===== config.mk =====
export PLATFORM = sky130hd
export DESIGN_NAME = video_acc_job_sched
export DESIGN_NICKNAME = d
export VERILOG_FILES = /design/src/rtl/video_acc_pkg.sv /design/src/rtl/video_acc_credit_cnt.sv /design/src/rtl/video_acc_job_sched.sv
export SDC_FILE = /design/constraint.sdc
export NUM_CORES = 1
export LEC_CHECK = 0
export ABC_AREA = 1
export CAP_MARGIN = 10
export CORE_MARGIN = 2
export CORE_UTILIZATION = 53
export CTS_CLUSTER_DIAMETER = 150
export DETAILED_ROUTE_END_ITERATION = 10
export MAX_ROUTING_LAYER = met4
export PLACE_DENSITY = 0.91
export SLEW_MARGIN = 20
export SYNTH_ARGS = -nofsm -noshare
export SYNTH_HDL_FRONTEND = slang
export SYNTH_SLANG_ARGS = --single-unit

===== constraint.sdc =====
create_clock -name aclk -period 22.7 [get_ports aclk]
set_input_delay 4.54 -clock aclk [delete_from_list [all_inputs] [get_ports aclk]]
set_output_delay 4.54 -clock aclk [all_outputs]
set_load 0.1 [all_outputs]

===== src/rtl/video_acc_pkg.sv =====
// -----------------------------------------------------------------------------
// video_acc_pkg
// Shared types and constants for the video accelerator DMA command path.
//   dm_cmd_t  : 64-bit DataMoverCommand
//               user[63:56] last[55] len[54:40] rsvd[39] addr[38:6] rsvd[5:3] dest[2:0]
//   state_t   : job scheduler FSM states
//   make_cmd(): builds a command with reserved fields forced to zero
// -----------------------------------------------------------------------------
package video_acc_pkg;

   localparam int NR_FUN_UNITS = 3;
   localparam int DEST_WIDTH   = 3;
   localparam int USER_WIDTH   = 8;
   localparam int LINE_SHIFT   = 6;
   localparam int ADDR_MSB     = 38;
   localparam int LINE_ADDR_W  = ADDR_MSB - LINE_SHIFT + 1;   // 33-bit line address
   localparam int CMD_LEN_W    = 15;

   typedef struct packed {
      logic [USER_WIDTH-1:0]  user;
      logic                   last;
      logic [CMD_LEN_W-1:0]   len;
      logic                   rsvd_39;
      logic [LINE_ADDR_W-1:0] addr;
      logic [2:0]             rsvd_5_3;
      logic [DEST_WIDTH-1:0]  dest;
   } dm_cmd_t;

   typedef enum logic [1:0] {
      ST_IDLE,
      ST_ISSUE,
      ST_DRAIN,
      ST_DONE
   } state_t;

   function automatic dm_cmd_t make_cmd(
      input logic [USER_WIDTH-1:0]  user,
      input logic                   last,
      input logic [CMD_LEN_W-1:0]   len,
      input logic [LINE_ADDR_W-1:0] addr,
      input logic [DEST_WIDTH-1:0]  dest
   );
      dm_cmd_t c;
      c.user     = user;
      c.last     = last;
      c.len      = len;
      c.rsvd_39  = 1'b0;
      c.addr     = addr;
      c.rsvd_5_3 = 3'b000;
      c.dest     = dest;
      return c;
   endfunction

endpackage


===== src/rtl/video_acc_credit_cnt.sv =====
// -----------------------------------------------------------------------------
// video_acc_credit_cnt
// Saturating up/down credit counter with a sticky underflow flag.
//   i_clk, i_rst : clock, synchronous active-high reset
//   i_inc        : one credit consumed (count +1, saturates at MAX_CNT)
//   i_dec        : one credit returned (count -1); at zero it is ignored and
//                  o_underflow is set until reset
//   o_count      : current count
//   o_underflow  : sticky underflow flag
// -----------------------------------------------------------------------------
module video_acc_credit_cnt #(
   parameter int CNT_W   = 4,
   parameter int MAX_CNT = 4
) (
   input  logic             i_clk,
   input  logic             i_rst,
   input  logic             i_inc,
   input  logic             i_dec,
   output logic [CNT_W-1:0] o_count,
   output logic             o_underflow
);

   logic [CNT_W-1:0] r_count;
   logic             r_underflow;

   // NOTE: sequential state uses non-blocking assignments only, so every
   // register samples the pre-edge value of every other register.
   always_ff @(posedge i_clk) begin
      if (i_rst) begin
         r_count     <= '0;
         r_underflow <= 1'b0;
      end else if (i_inc && !i_dec) begin
         if (r_count != CNT_W'(MAX_CNT)) r_count <= r_count + 1'b1;
      end else if (i_dec && !i_inc) begin
         if (r_count == '0) r_underflow <= 1'b1;
         else               r_count     <= r_count - 1'b1;
      end
   end

   assign o_count     = r_count;
   assign o_underflow = r_underflow;

endmodule


===== src/rtl/video_acc_job_sched.sv =====
// -----------------------------------------------------------------------------
// video_acc_job_sched
// Splits one frame job into chunks of at most CHUNK_LINES 64-byte lines and
// issues matched source/destination DataMoverCommand pairs, bounded by a
// credit of MAX_OUTST chunks in flight returned through chunk_done.
//   aclk, areset           : clock, synchronous active-high reset
//   job_*                  : descriptor in (valid/ready handshake)
//   src_cmd/valid/ready    : source (read) mover command stream
//   dst_cmd/valid/ready    : destination (write) mover command stream
//   chunk_done             : one pulse per chunk fully written
//   busy, job_done         : status; job_done pulses once per job
//   outstanding            : chunks issued but not completed
//   err_underflow          : sticky, chunk_done with nothing in flight
// -----------------------------------------------------------------------------
module video_acc_job_sched #(
   parameter int CHUNK_LINES  = 64,
   parameter int MAX_OUTST    = 4,
   parameter int LEN_WIDTH    = 24,
   parameter int NR_FUN_UNITS = video_acc_pkg::NR_FUN_UNITS
) (
   input  logic                 aclk,
   input  logic                 areset,
   input  logic                 job_valid,
   output logic                 job_ready,
   input  logic [32:0]          job_src_line,
   input  logic [32:0]          job_dst_line,
   input  logic [LEN_WIDTH-1:0] job_lines,
   input  logic [2:0]           job_route,
   input  logic [7:0]           job_user,
   output logic [63:0]          src_cmd,
   output logic                 src_valid,
   input  logic                 src_ready,
   output logic [63:0]          dst_cmd,
   output logic                 dst_valid,
   input  logic                 dst_ready,
   input  logic                 chunk_done,
   output logic                 busy,
   output logic                 job_done,
   output logic [3:0]           outstanding,
   output logic                 err_underflow
);

   import video_acc_pkg::*;

   state_t                 r_state;
   logic                   r_src_valid, r_dst_valid, r_job_done;
   dm_cmd_t                r_src_cmd, r_dst_cmd;
   logic [LINE_ADDR_W-1:0] r_src_addr, r_dst_addr;
   logic [LEN_WIDTH-1:0]   r_remaining;
   logic [DEST_WIDTH-1:0]  r_route;
   logic [USER_WIDTH-1:0]  r_user;

   logic [3:0]             w_outstanding;
   logic                   w_pending, w_pair_done, w_slot_free, w_credit_ok, w_load;
   logic [CMD_LEN_W-1:0]   w_len;
   logic                   w_last;

   // A pair completes on the cycle its last still-valid half is accepted.
   assign w_pending   = r_src_valid | r_dst_valid;
   assign w_pair_done = w_pending & ~(r_src_valid & ~src_ready) & ~(r_dst_valid & ~dst_ready);
   assign w_slot_free = ~w_pending | w_pair_done;

   // Credit looks at the count as it will be after this edge, so a returned
   // credit lets the next pair appear in the very next cycle.
   assign w_credit_ok = ({1'b0, w_outstanding} + 5'(w_pair_done)) < (5'(MAX_OUTST) + 5'(chunk_done));
   assign w_load      = (r_state == ST_ISSUE) & w_slot_free & (r_remaining != '0) & w_credit_ok;

   // NOTE: every variable written in always_comb gets a default first so no
   // path can leave it unassigned and infer a latch.
   always_comb begin
      w_len = CMD_LEN_W'(CHUNK_LINES);
      if (r_remaining < LEN_WIDTH'(CHUNK_LINES)) w_len = CMD_LEN_W'(r_remaining);
   end
   assign w_last = (r_remaining == LEN_WIDTH'(w_len));

   // NOTE: command, address and descriptor registers carry no reset; they are
   // only consumed while a valid or a non-IDLE state qualifies them.
   always_ff @(posedge aclk) begin
      if (areset) begin
         r_state     <= ST_IDLE;
         r_src_valid <= 1'b0;
         r_dst_valid <= 1'b0;
         r_job_done  <= 1'b0;
         r_remaining <= '0;
      end else begin
         r_job_done <= 1'b0;
         if (r_src_valid && src_ready) r_src_valid <= 1'b0;
         if (r_dst_valid && dst_ready) r_dst_valid <= 1'b0;
         case (r_state)
            ST_IDLE: begin
               if (job_valid) begin
                  r_src_addr  <= job_src_line;
                  r_dst_addr  <= job_dst_line;
                  r_remaining <= job_lines;
                  r_user      <= job_user;
                  r_route     <= (job_route > 3'(NR_FUN_UNITS)) ? '0 : job_route;
                  if (job_lines == '0) begin
                     r_state    <= ST_DONE;
                     r_job_done <= 1'b1;
                  end else begin
                     r_state <= ST_ISSUE;
                  end
               end
            end
            ST_ISSUE: begin
               if (w_load) begin
                  r_src_valid <= 1'b1;
                  r_dst_valid <= 1'b1;
                  r_src_cmd   <= make_cmd(r_user, w_last, w_len, r_src_addr, r_route);
                  r_dst_cmd   <= make_cmd('0, 1'b0, w_len, r_dst_addr, '0);
                  r_src_addr  <= r_src_addr + LINE_ADDR_W'(w_len);
                  r_dst_addr  <= r_dst_addr + LINE_ADDR_W'(w_len);
                  r_remaining <= r_remaining - LEN_WIDTH'(w_len);
               end else if (r_remaining == '0 && w_slot_free) begin
                  r_state <= ST_DRAIN;
               end
            end
            ST_DRAIN: begin
               if (w_outstanding == '0) begin
                  r_state    <= ST_DONE;
                  r_job_done <= 1'b1;
               end
            end
            default: r_state <= ST_IDLE;   // ST_DONE
         endcase
      end
   end

   video_acc_credit_cnt #(
      .CNT_W   (4),
      .MAX_CNT (MAX_OUTST)
   ) u_credit (
      .i_clk       (aclk),
      .i_rst       (areset),
      .i_inc       (w_pair_done),
      .i_dec       (chunk_done),
      .o_count     (w_outstanding),
      .o_underflow (err_underflow)
   );

   assign job_ready   = (r_state == ST_IDLE);
   assign busy        = (r_state != ST_IDLE);
   assign job_done    = r_job_done;
   assign src_cmd     = r_src_cmd;
   assign dst_cmd     = r_dst_cmd;
   assign src_valid   = r_src_valid;
   assign dst_valid   = r_dst_valid;
   assign outstanding = w_outstanding;

endmodule


# Yosys cells after proc, flatten, opt, wreduce, memory -nomap -nowiden
# Cells that the tools add are included.
[word_totals] regBits=204 inputBits=107 out_inout_bits=138 wordCells=106
[op_classes] n_addsub=7 n_lt_le_gt_ge=3 eq_ne=11 n_mux=30 n_bitwise=16 n_reduce_logical=22
[op_table] operator="$mux 33" count=4
[op_table] operator="$pmux 33 s2" count=2
[op_table] operator="$add 33x15->33" count=2
[op_table] operator="$logic_not 24->1" count=2
[op_table] operator="$mux 24" count=2
[op_table] operator="$pmux 24 s2" count=1
[op_table] operator="$eq 24x15->1" count=1
[op_table] operator="$lt 24x7->1 const B" count=1
[op_table] operator="$reduce_bool 24->1" count=1
[op_table] operator="$sub 24x15->24" count=1
[op_table] operator="$mux 4" count=4
[op_table] operator="$mux 15" count=1
[op_table] operator="$reduce_and 3->1" count=5
[op_table] operator="$mux 2" count=5
[op_table] operator="$ne 2x2->1 const B" count=5
[op_table] operator="$mux 1" count=9
[op_table] operator="$reduce_and 4->1" count=2
[op_table] operator="$and 1x1->1" count=7
[op_table] operator="$not 1->1" count=7
[op_table] operator="$pmux 2 s3" count=1
[op_table] operator="$reduce_bool 2->1" count=3
[op_table] operator="$add 4x1->5" count=1
[op_table] operator="$logic_and 1x1->1" count=5
[op_table] operator="$lt 5x4->1" count=1
[op_table] operator="13 further kinds" count=16

# Logic depth before layout (Yosys ltp)
# Gate-level depths: netlist of run 1.
[logic_depth] depth_word=11 ltp_mapped=20 ltp_nobuf=18

# By module
# A second synthesis of run 1 with hierarchy kept.
[unflattened] cells_unflattened=1235 area_unflattened_um2=11162.0
[modules_own_cells] mod="video_acc_job_sched" instances=1 cells_each=1175 area_per_inst_um2=10756.6 seq_area_each_um2=5685.5
[modules_own_cells] mod="video_acc_credit_cnt" instances=1 cells_each=60 area_per_inst_um2=405.4 seq_area_each_um2=100.1

# Worst setup path after synthesis of run 1
# OpenSTA, ideal clock, no wires.
[synth_path] path_kind="input to register" start="input src_ready" end="register r_dst_cmd, in the netlist dst_cmd[10], enable pin" setup_ns=0.546 arrival_ns=9.894 required_ns=22.154 slack_ns=12.260 stages=10 path_buffers=0 path_cell_list="or2_2 nand2_1 a21oi_1 ha_1 ha_1 nor3_1 o21ai_0 nor3_1 nand2_2 nor2_1"
[synth_between] elab_chain_cells=10 elab_cells_between_ends=12 cone_classes="1 x add/sub; 1 x order compare; 9 x bitwise; 1 x reduce/logical"
[synth_rtl] element="from (decl)" line="video_acc_job_sched.sv:32" source="input logic src_ready,"
[synth_rtl] element="$not 1->1 (*)" line="video_acc_job_sched.sv:60" source="assign w_pair_done = w_pending & ~(r_src_valid & ~src_ready) & ~(r_dst_valid & ~dst_ready);"
[synth_rtl] element="$and 1x1->1 (*)" line="video_acc_job_sched.sv:60"
[synth_rtl] element="$not 1->1 (*)" line="video_acc_job_sched.sv:60"
[synth_rtl] element="$and 1x1->1 (*) (2 in a row)" line="video_acc_job_sched.sv:60"
[synth_rtl] element="parallel branches: the longest is 3 deep, another holds $add 4x1->5"
[synth_rtl] element="$and 1x1->1 (*)" line="video_acc_job_sched.sv:66" source="assign w_load = (r_state == ST_ISSUE) & w_slot_free & (r_remaining != '0) & w_credit_ok;"
[synth_rtl] element="$reduce_and 3->1 (no source line) (*)"
[synth_rtl] element="to (signal assigned)" line="video_acc_job_sched.sv:110" source="r_dst_cmd <= make_cmd('0, 1'b0, w_len, r_dst_addr, '0);"
[synth_rtl] element="to (decl)" line="video_acc_job_sched.sv:47" source="dm_cmd_t r_src_cmd, r_dst_cmd;"
# Every way passes the cells marked *.
# A chain may end at the register's enable or synchronous reset.

# Final worst setup path of run 1
[layout_path] start="input src_ready" end="register r_dst_addr[21], enable pin"
[layout_between] elab_chain_cells=11 elab_cells_between_ends=13 cone_classes="1 x add/sub; 1 x order compare; 1 x eq/ne; 9 x bitwise; 1 x reduce/logical"
[layout_rtl] element="$not 1->1 (*)" line="video_acc_job_sched.sv:60"
[layout_rtl] element="$and 1x1->1 (*)" line="video_acc_job_sched.sv:60"
[layout_rtl] element="$not 1->1 (*)" line="video_acc_job_sched.sv:60"
[layout_rtl] element="$and 1x1->1 (*) (2 in a row)" line="video_acc_job_sched.sv:60"
[layout_rtl] element="parallel branches: the longest is 3 deep, another holds $add 4x1->5"
[layout_rtl] element="$and 1x1->1 (*)" line="video_acc_job_sched.sv:66"
[layout_rtl] element="$ne 2x2->1 (no source line) (*)"
[layout_rtl] element="$reduce_and 4->1 (no source line) (*)"
[layout_rtl] element="to (signal assigned)" line="video_acc_job_sched.sv:93" source="r_dst_addr <= job_dst_line;"
[layout_rtl] element="to (signal assigned)" line="video_acc_job_sched.sv:112" source="r_dst_addr <= r_dst_addr + LINE_ADDR_W'(w_len);"
[layout_rtl] element="to (decl)" line="video_acc_job_sched.sv:48" source="logic [LINE_ADDR_W-1:0] r_src_addr, r_dst_addr;"
# Marks and branches as above.

==> results of run 1 <==
## cell families (layout without fill, tap and decap cells)
group | count (synthesis) | after routing | synth area share, %
flops | 204 | 204 | 53.6
fa+ha+maj | 42 | 42 | 5.08
compound gates | 206 | 206 | 10.7
xor+xnor | 44 | 44 | 3.57
other cells | 2 | 47 | 0.0696
simple gates | 495 | 495 | 20.2
buf+inv | 151 | 356 | 6.70
## flip-flops by register name (all words and copies together), names as in the netlist
name                  cells
r_remaining              24
job_done                  1
src_valid                 1
u_credit.o_underflow      1
r_user                    8
r_state                   2
r_src_addr               33
r_route                   3
dst_valid                 1
r_dst_addr               33
src_cmd                  45
dst_cmd                  48
u_credit.o_count          4
## cell usage after synthesis (all sizes together)
library cell and instances:
buf 42, nand3 58, or3 1, a211oi 1, o21a 4, xnor2 13
fa 3, inv 87, clkbuf 21, o31ai 3, or2 14, clkinv 1
o21ai 88, nand3b 7, o221ai 2, conb 2, a21boi 2, a21o 5
nor4 12, dfxtp 34, nand4 16, a21oi 77, a31oi 14, nor2 100
xor2 31, a221oi 1, nor3 21, o21bai 5, edfxtp 170, ha 39
a31o 2, o211ai 2, and2 1, nand2 263, nor3b 2
## cell type report
type	count	area share, %
Sequential cell	204	41.4
Inverter	88	2.37
Tap cell	270	2.42
Clock inverter	12	1.41
Timing Repair Buffer	229	16.3
Multi-Input combinational cell	833	32.0
Clock buffer	27	4.08
Antenna cell	1	0.0179
## worst max-delay path by stage
stage | start | end | slack, ns | depth (start not counted)
2_1_floorplan | src_ready | dst_cmd[10] | 12.26 | 10
3_3_place_gp | src_ready | r_dst_addr[30] | 14.05 | 14
3_5_place_dp | src_ready | r_dst_addr[25] | 14.01 | 14
4_1_cts | src_ready | r_dst_addr[4] | 14.54 | 14
5_1_grt | dst_ready | r_remaining[5] | 14.17 | 16
6_report | src_ready | r_dst_addr[21] | 14.46 | 14
## worst max-delay path, delay by kind of cell
family,cells,cell delay (ns)
buffers and inverters,3,1.48
AND/OR/NAND/NOR,6,1.09
AO/OA/AOI/OAI,3,0.74
adder cells (fa/ha/maj),2,0.49
## where the power goes
part	leakage (nW)	switching, mW	internal, mW
registers	1.85	0.0812	0.553
clock network	0.374	0.147	0.235
logic	3.24	0.708	0.260
## metrics by stage
step | power (mW) | area [sq um] | hold slack (ns) | worst slack (ns) | utilization [%]
3_5_place_dp | 1.59 | 13200 | 0.405 | 14.01 | 65.6
3_3_place_gp | 1.56 | 13200 | 0.401 | 14.05 | 65.6
5_1_grt | 2.09 | 14000 | 0.422 | 14.17 | 69.5
4_1_cts | 1.98 | 14000 | 0.418 | 14.54 | 69.4
2_1_floorplan | 1.38 | 11000 | 0.400 | 12.26 | -
6_report | 1.99 | 14000 | 0.416 | 14.46 | 69.5
## metal layers
| metal | routed length, um | part of all wire, % | vias to the layer above |
|---|---|---|---|
| met5 | 0 | 0 | - |
| met4 | 609 | 2.2 | 0 |
| met3 | 2430 | 8.9 | 49 |
| met2 | 13500 | 50 | 429 |
| met1 | 10800 | 39 | 4244 |
| li1 | - | - | 4336 |
==> summary.md, run 1 <==
| Metric | Value |
|---|---|
| Placer Congestion | `0.941` |
| Root Buffer | `clkbuf_16` |
| WHS Path Cells | `0` |
| Max Cap Violations | `0` |
| Nets@finish | `1,527` |
| Post-CTS setup buffer count | `0` |
| I/O Pins | `245` |
| Total Routing Usage GR | `25.7%` |
| Synth top area cells | `edfxtp_1 47%, nand2_1 8.8%, dfxtp_1 6.3%` |
| Cell Chain, Critical Path | `clkdlybuf4s50_1, or2_2, nand2_1, a21oi_1, ha_1, ha_1, nor3_1, o21ai_0, nor3_1, nand2_2, a21oi_4, inv_2, nor2_4, buf_4` |
| Worst Tran Pin Value | `1.06 ns` |
| CTS clock-pin slew for the worst setup and hold paths | `0.06 ns` |
| Wire per inst | `16.4 um` |
| Port Buffers | `224` |
| Worst-path fanout max | `68` |
| Cells after synthesis | `1,144` |
| DRC viols | `0` |
| Inst Count DP | `1,624` |
| Worst skew pair latency | `0.52 ns` |
| Clock buffer depth | `3` |
| Cts-stage hold buffer count | `0` |
| Worst R2R Start | `src_valid` |
| Area of the core | `20,100 sq um` |
| Part of the Yosys area used for sequential elements | `53.6%` |
| H-tree level count | `1` |
| GR peak layer | `met2` |
| FF+latch area | `5790 sq um` |
| Die area | `21,500 sq um` |
| Initial antenna violation count | `1` |
| DRT iter0 DRCs | `775` |
| CTS tree | `done` |
| Ratio of cells with drive above 1 in the final layout | `6.25%` |
| Final period util | `36.3%` |
| Die height | `147 um` |
| DRT Pass-1 Iters | `7` |
| Post-DP HPWL | `19,400 um` |
| Routed vias/inst | `5.44` |
| Syn Std Cell Area | `10,800 sq um` |
| Area share of the largest cell type after synthesis | `47.3%` |
| FF+latch count, synth | `204` |
| Met3 track demand over resource | `4.84%` |
| Hold endpoint | `src_cmd[1]` |
| IR drop worst, VDD | `119 uV` |
| Fin crit period | `8.24 ns` |
| Area of the multi-input gates | `4460 sq um` |
| Commonest cells after routing, fill and taps aside | `253 x nand2_1, 224 x clkdlybuf4s50_1, 170 x edfxtp_1` |
| Leading area contributor after synthesis | `edfxtp_1` |
| Peak Freq | `121 MHz` |
| Final-layout fill cell count | `1,450` |
| GR Util met1 | `31.6%` |
| Rel. slew slack | `29.1%` |
| Routed vias | `9,058` |
| Final ANT Viol Nets | `0` |
| Worst Clk Skew | `0.0165 ns` |
| Commonest non-fill, non-tap cell in the layout | `nand2_1` |
| Arr. time, crit path | `8.38 ns` |
| CP Capture Type | `flip-flop` |
| Avg Inst Size Synth | `9.43 sq um` |
| Setup CP Type | `primary input to flip-flop` |
| FF-to-FF End | `r_dst_addr[21]` |
| Status | `finished, final reports clean` |
| Vias in the first global route | `8,862` |
| Crit path required time | `22.84 ns` |
| Starting Density | `53.7%` |
| Ys Warns | `0` |
| Met2 Use GR | `43.6%` |
| Post-cts resize count | `0` |
| # clock sinks | `204` |
| R2r setup slk | `18.50 ns` |
| Num CTS Buffers | `22` |
| Grt total ovfl | `0` |
| Critical Path Max Stage Delay | `0.75 ns` |
| Netlist cell types | `51` |
| RSZ-0062 raised after global routing | `no` |
| Final setup fails | `0` |
| Global-route wire length before repair | `43,700 um` |
| Leakage Power | `5.46 nW` |
| Layout Cells excl Fill | `1,664` |
| Largest net degree at the start of global routing | `97` |
| Final wirelength | `27,300 um` |
| Total negative slack | `0 ns` |
| Pwr/cell area | `142 nW/um^2` |
| Area growth, synth to finish | `29.4%` |
| Final Hold Viols | `0` |
| Std-Cell Rows | `52` |
| CP startpoint kind | `primary input` |
| Slew Limit Fails | `0` |
| Hold_sp | `r_route[1]` |
| Die Width | `147 um` |
| Worst Hold Class | `flip-flop to flip-flop` |
| FF-to-FF path depth | `14` |
| Crit-path slowest cell | `buf_4` |
(Power assumes the default switching activity.)
==> run 2, diff against run 1 <==
CORE_UTILIZATION = 46   (was 53)
PLACE_DENSITY = 0.84   (was 0.91)
clock period = 7.21 ns   (was 22.7 ns; I/O delays follow)
==> summary.md, run 2 (same netlist as run 1, synthesis figures left out) <==
| Metric | Value |
|---|---|
| Psw | `2.94 mW (+210%)` |
| Clock network power share | `18.9% (-0.4 points)` |
| Pwr/cell area | `442 nW/um^2 (+210%)` |
| Top layer reached by signal wires | `met4` |
| Max Cap Violations | `0 (unchanged)` |
| CP startpoint kind | `primary input` |
| Total Routing Usage GR | `22.9% (-2.9 points)` |
| CP startpoint | `src_ready` |
| Met3 Routed Length | `2390 um (-1.9%)` |
| Num CTS Buffers | `23 (+4.5%)` |
| Core Util, Final | `60.3% (-9.1 points)` |
| Rel. slew slack | `27.8% (-1.3 points)` |
| I/O Pins | `245 (unchanged)` |
| Crit path required time | `7.34 ns (-15.50 ns)` |
| Leakage Power | `5.46 nW (about the same)` |
| DRT Pass-1 Iters | `5 (-2)` |
| Routed vias | `8,892 (-1.8%)` |
| Root Buffer | `clkbuf_16` |
| Grt total ovfl | `0 (unchanged)` |
| Inst Count DP | `1,674 (+3.1%)` |
| Final wirelength | `27,800 um (+1.6%)` |
| Layout Cells excl Fill | `1,718 (+3.2%)` |
| Die Width | `157 um (+7.1%)` |
| Global-route wire length before repair | `43,600 um (-0.17%)` |
| DRT iter0 DRCs | `705 (-9.0%)` |
| Cts-stage hold buffer count | `0 (unchanged)` |
| Clock buffer depth | `3 (unchanged)` |
| CTS clock-pin slew for the worst setup and hold paths | `0.06 ns (about the same)` |
| Peak Freq | `191 MHz` |
| Final period util | `72.4%` |
| Status | `finished, final reports clean` |
| Placer Congestion | `0.921 (-2.1%)` |
| Std-Cell Rows | `56 (+7.7%)` |
| IR drop worst, VDD | `433 uV (+260%)` |
| Ratio of cells with drive above 1 in the final layout | `6.23% (-0.018 points)` |
| Largest net degree at the start of global routing | `78 (-20%)` |
| Tot Pwr | `6.20 mW (+210%)` |
| DR WL met2 | `13,300 um (-1.9%)` |
| Die area | `24,700 sq um (+15%)` |
| Wire per inst | `16.2 um (-1.6%)` |
| Post-cts resize count | `0 (unchanged)` |
| Post-DP HPWL | `20,200 um (+4.0%)` |
| Commonest cells after routing, fill and taps aside | `253 x nand2_1, 224 x clkdlybuf4s50_1, 170 x edfxtp_1` |
| Worst-path fanout max | `68 (unchanged)` |
| Port Buffers | `224 (unchanged)` |
| Die height | `157 um (+7.1%)` |
| Area after DPL | `13,300 sq um (+0.55%)` |
| Initial antenna violation count | `2 (+1)` |
| Nets@finish | `1,529 (+0.13%)` |
| Final Hold Viols | `0 (unchanged)` |
| Vias in the first global route | `8,755 (-1.2%)` |
| Final ANT Viol Nets | `0 (unchanged)` |
| Setup CP Type | `primary input to flip-flop` |
| Worst Hold Class | `flip-flop to flip-flop` |
| Combinational Power Share | `48.9% (about the same)` |
| CTS tree | `done` |
| Fin crit period | `5.22 ns` |
| Slew Limit Fails | `0 (unchanged)` |
| Worst Tran Pin Value | `1.08 ns (+0.0190 ns)` |
| Area growth, synth to finish | `30.1%` |
| Worst skew pair latency | `0.52 ns (about the same)` |
| H-tree level count | `1 (unchanged)` |
| DRT met1 WL | `11,300 um (+5.3%)` |
| Max FFs per register | `48 (unchanged)` |
| Post-CTS setup buffer count | `0 (unchanged)` |
| CP Capture Type | `flip-flop` |
| Switching share of power | `47.4% (+0.29 points)` |
| Routed vias/inst | `5.18 (-4.9%)` |
| Final setup fails | `0 (unchanged)` |
| Sequential share of power | `32.2% (+0.2 points)` |
| Arr. time, crit path | `5.35 ns (-3.03 ns)` |
| Total negative slack | `0 ns (unchanged)` |
| Hold_sp | `r_route[0]` |
| Worst R2R Start | `src_valid` |
| Starting Density | `46.4% (-7.3 points)` |
| DRC viols | `0 (unchanged)` |
| RSZ-0062 raised after global routing | `no` |
| # clock sinks | `204 (unchanged)` |
| Final-layout fill cell count | `1,964 (+35%)` |
| Design area | `14,000 sq um (+0.51%)` |
| Worst Clk Skew | `0.0133 ns (-0.00323 ns)` |
| Internal Power | `3.26 mW (+210%)` |
| Area of the core | `23,300 sq um (+16%)` |
| Commonest non-fill, non-tap cell in the layout | `nand2_1` |
run 2: changes by cell type in the layout (fill, tap and decap cells not counted), sizes merged:
cell,change
buf,+1
bufinv,-3
clkbuf,+5
clkinv,-2
diode,+1
inv,+3
run 2: metal layers:
layer  vias up  global-route usage (%)
li1       4352                       -
met1      4114                    28.9
met2       375                    37.5
met3        51                    4.27
met4         0                    7.14
met5         -                       -
run 2: layout make-up:
cell class / instances / area [sq um] / share of cell area, %
antenna: 2 / 5.00 / 0.0357
sequential: 204 / 5790 / 41.2
multi-input combinational: 833 / 4470 / 31.8
timing repair buffer: 230 / 2290 / 16.3
clock buffer: 32 / 641 / 4.56
inverter: 88 / 330 / 2.35
clock inverter: 10 / 121 / 0.865
tap: 319 / 399 / 2.84
run 2: power groups by stage:
stage	combinational, mW	sequential, mW	clock (mW)
after floorplan	1.66	2.68	0
after global placement	2.93	2.00	0
after detailed placement	3.00	2.02	0
after CTS	3.02	2.00	1.20
after global routing	3.31	2.04	1.24
final	3.03	2.00	1.17
run 2: final timing paths:
check                  end  slack, ns  depth (start not counted)
min reg2reg     src_cmd[0]       0.42                          0
max reg2reg  r_src_addr[0]       2.93                         14
max          r_src_addr[0]       1.99                         14
min             src_cmd[0]       0.42                          0
run 2: stage by stage:
stage          setup slack [ns]  hold WS (ns)
2_1_floorplan             0.727         0.400
3_3_place_gp               1.56         0.401
3_5_place_dp               1.48         0.406
4_1_cts                    2.02         0.419
5_1_grt                    1.56         0.423
6_report                   1.99         0.417
run 2: worst max-delay path, stage by stage:
cell and delay [ns]:
clkdlybuf4s50_1 0.39, or2_2 0.30, nand2_1 0.12, a21oi_1 0.10
ha_1 0.22, ha_1 0.27, nor3_1 0.19, o21ai_0 0.11
nor3_1 0.18, nand2_2 0.17, a21oi_4 0.57, inv_2 0.35
nor2_4 0.15, buf_4 0.71
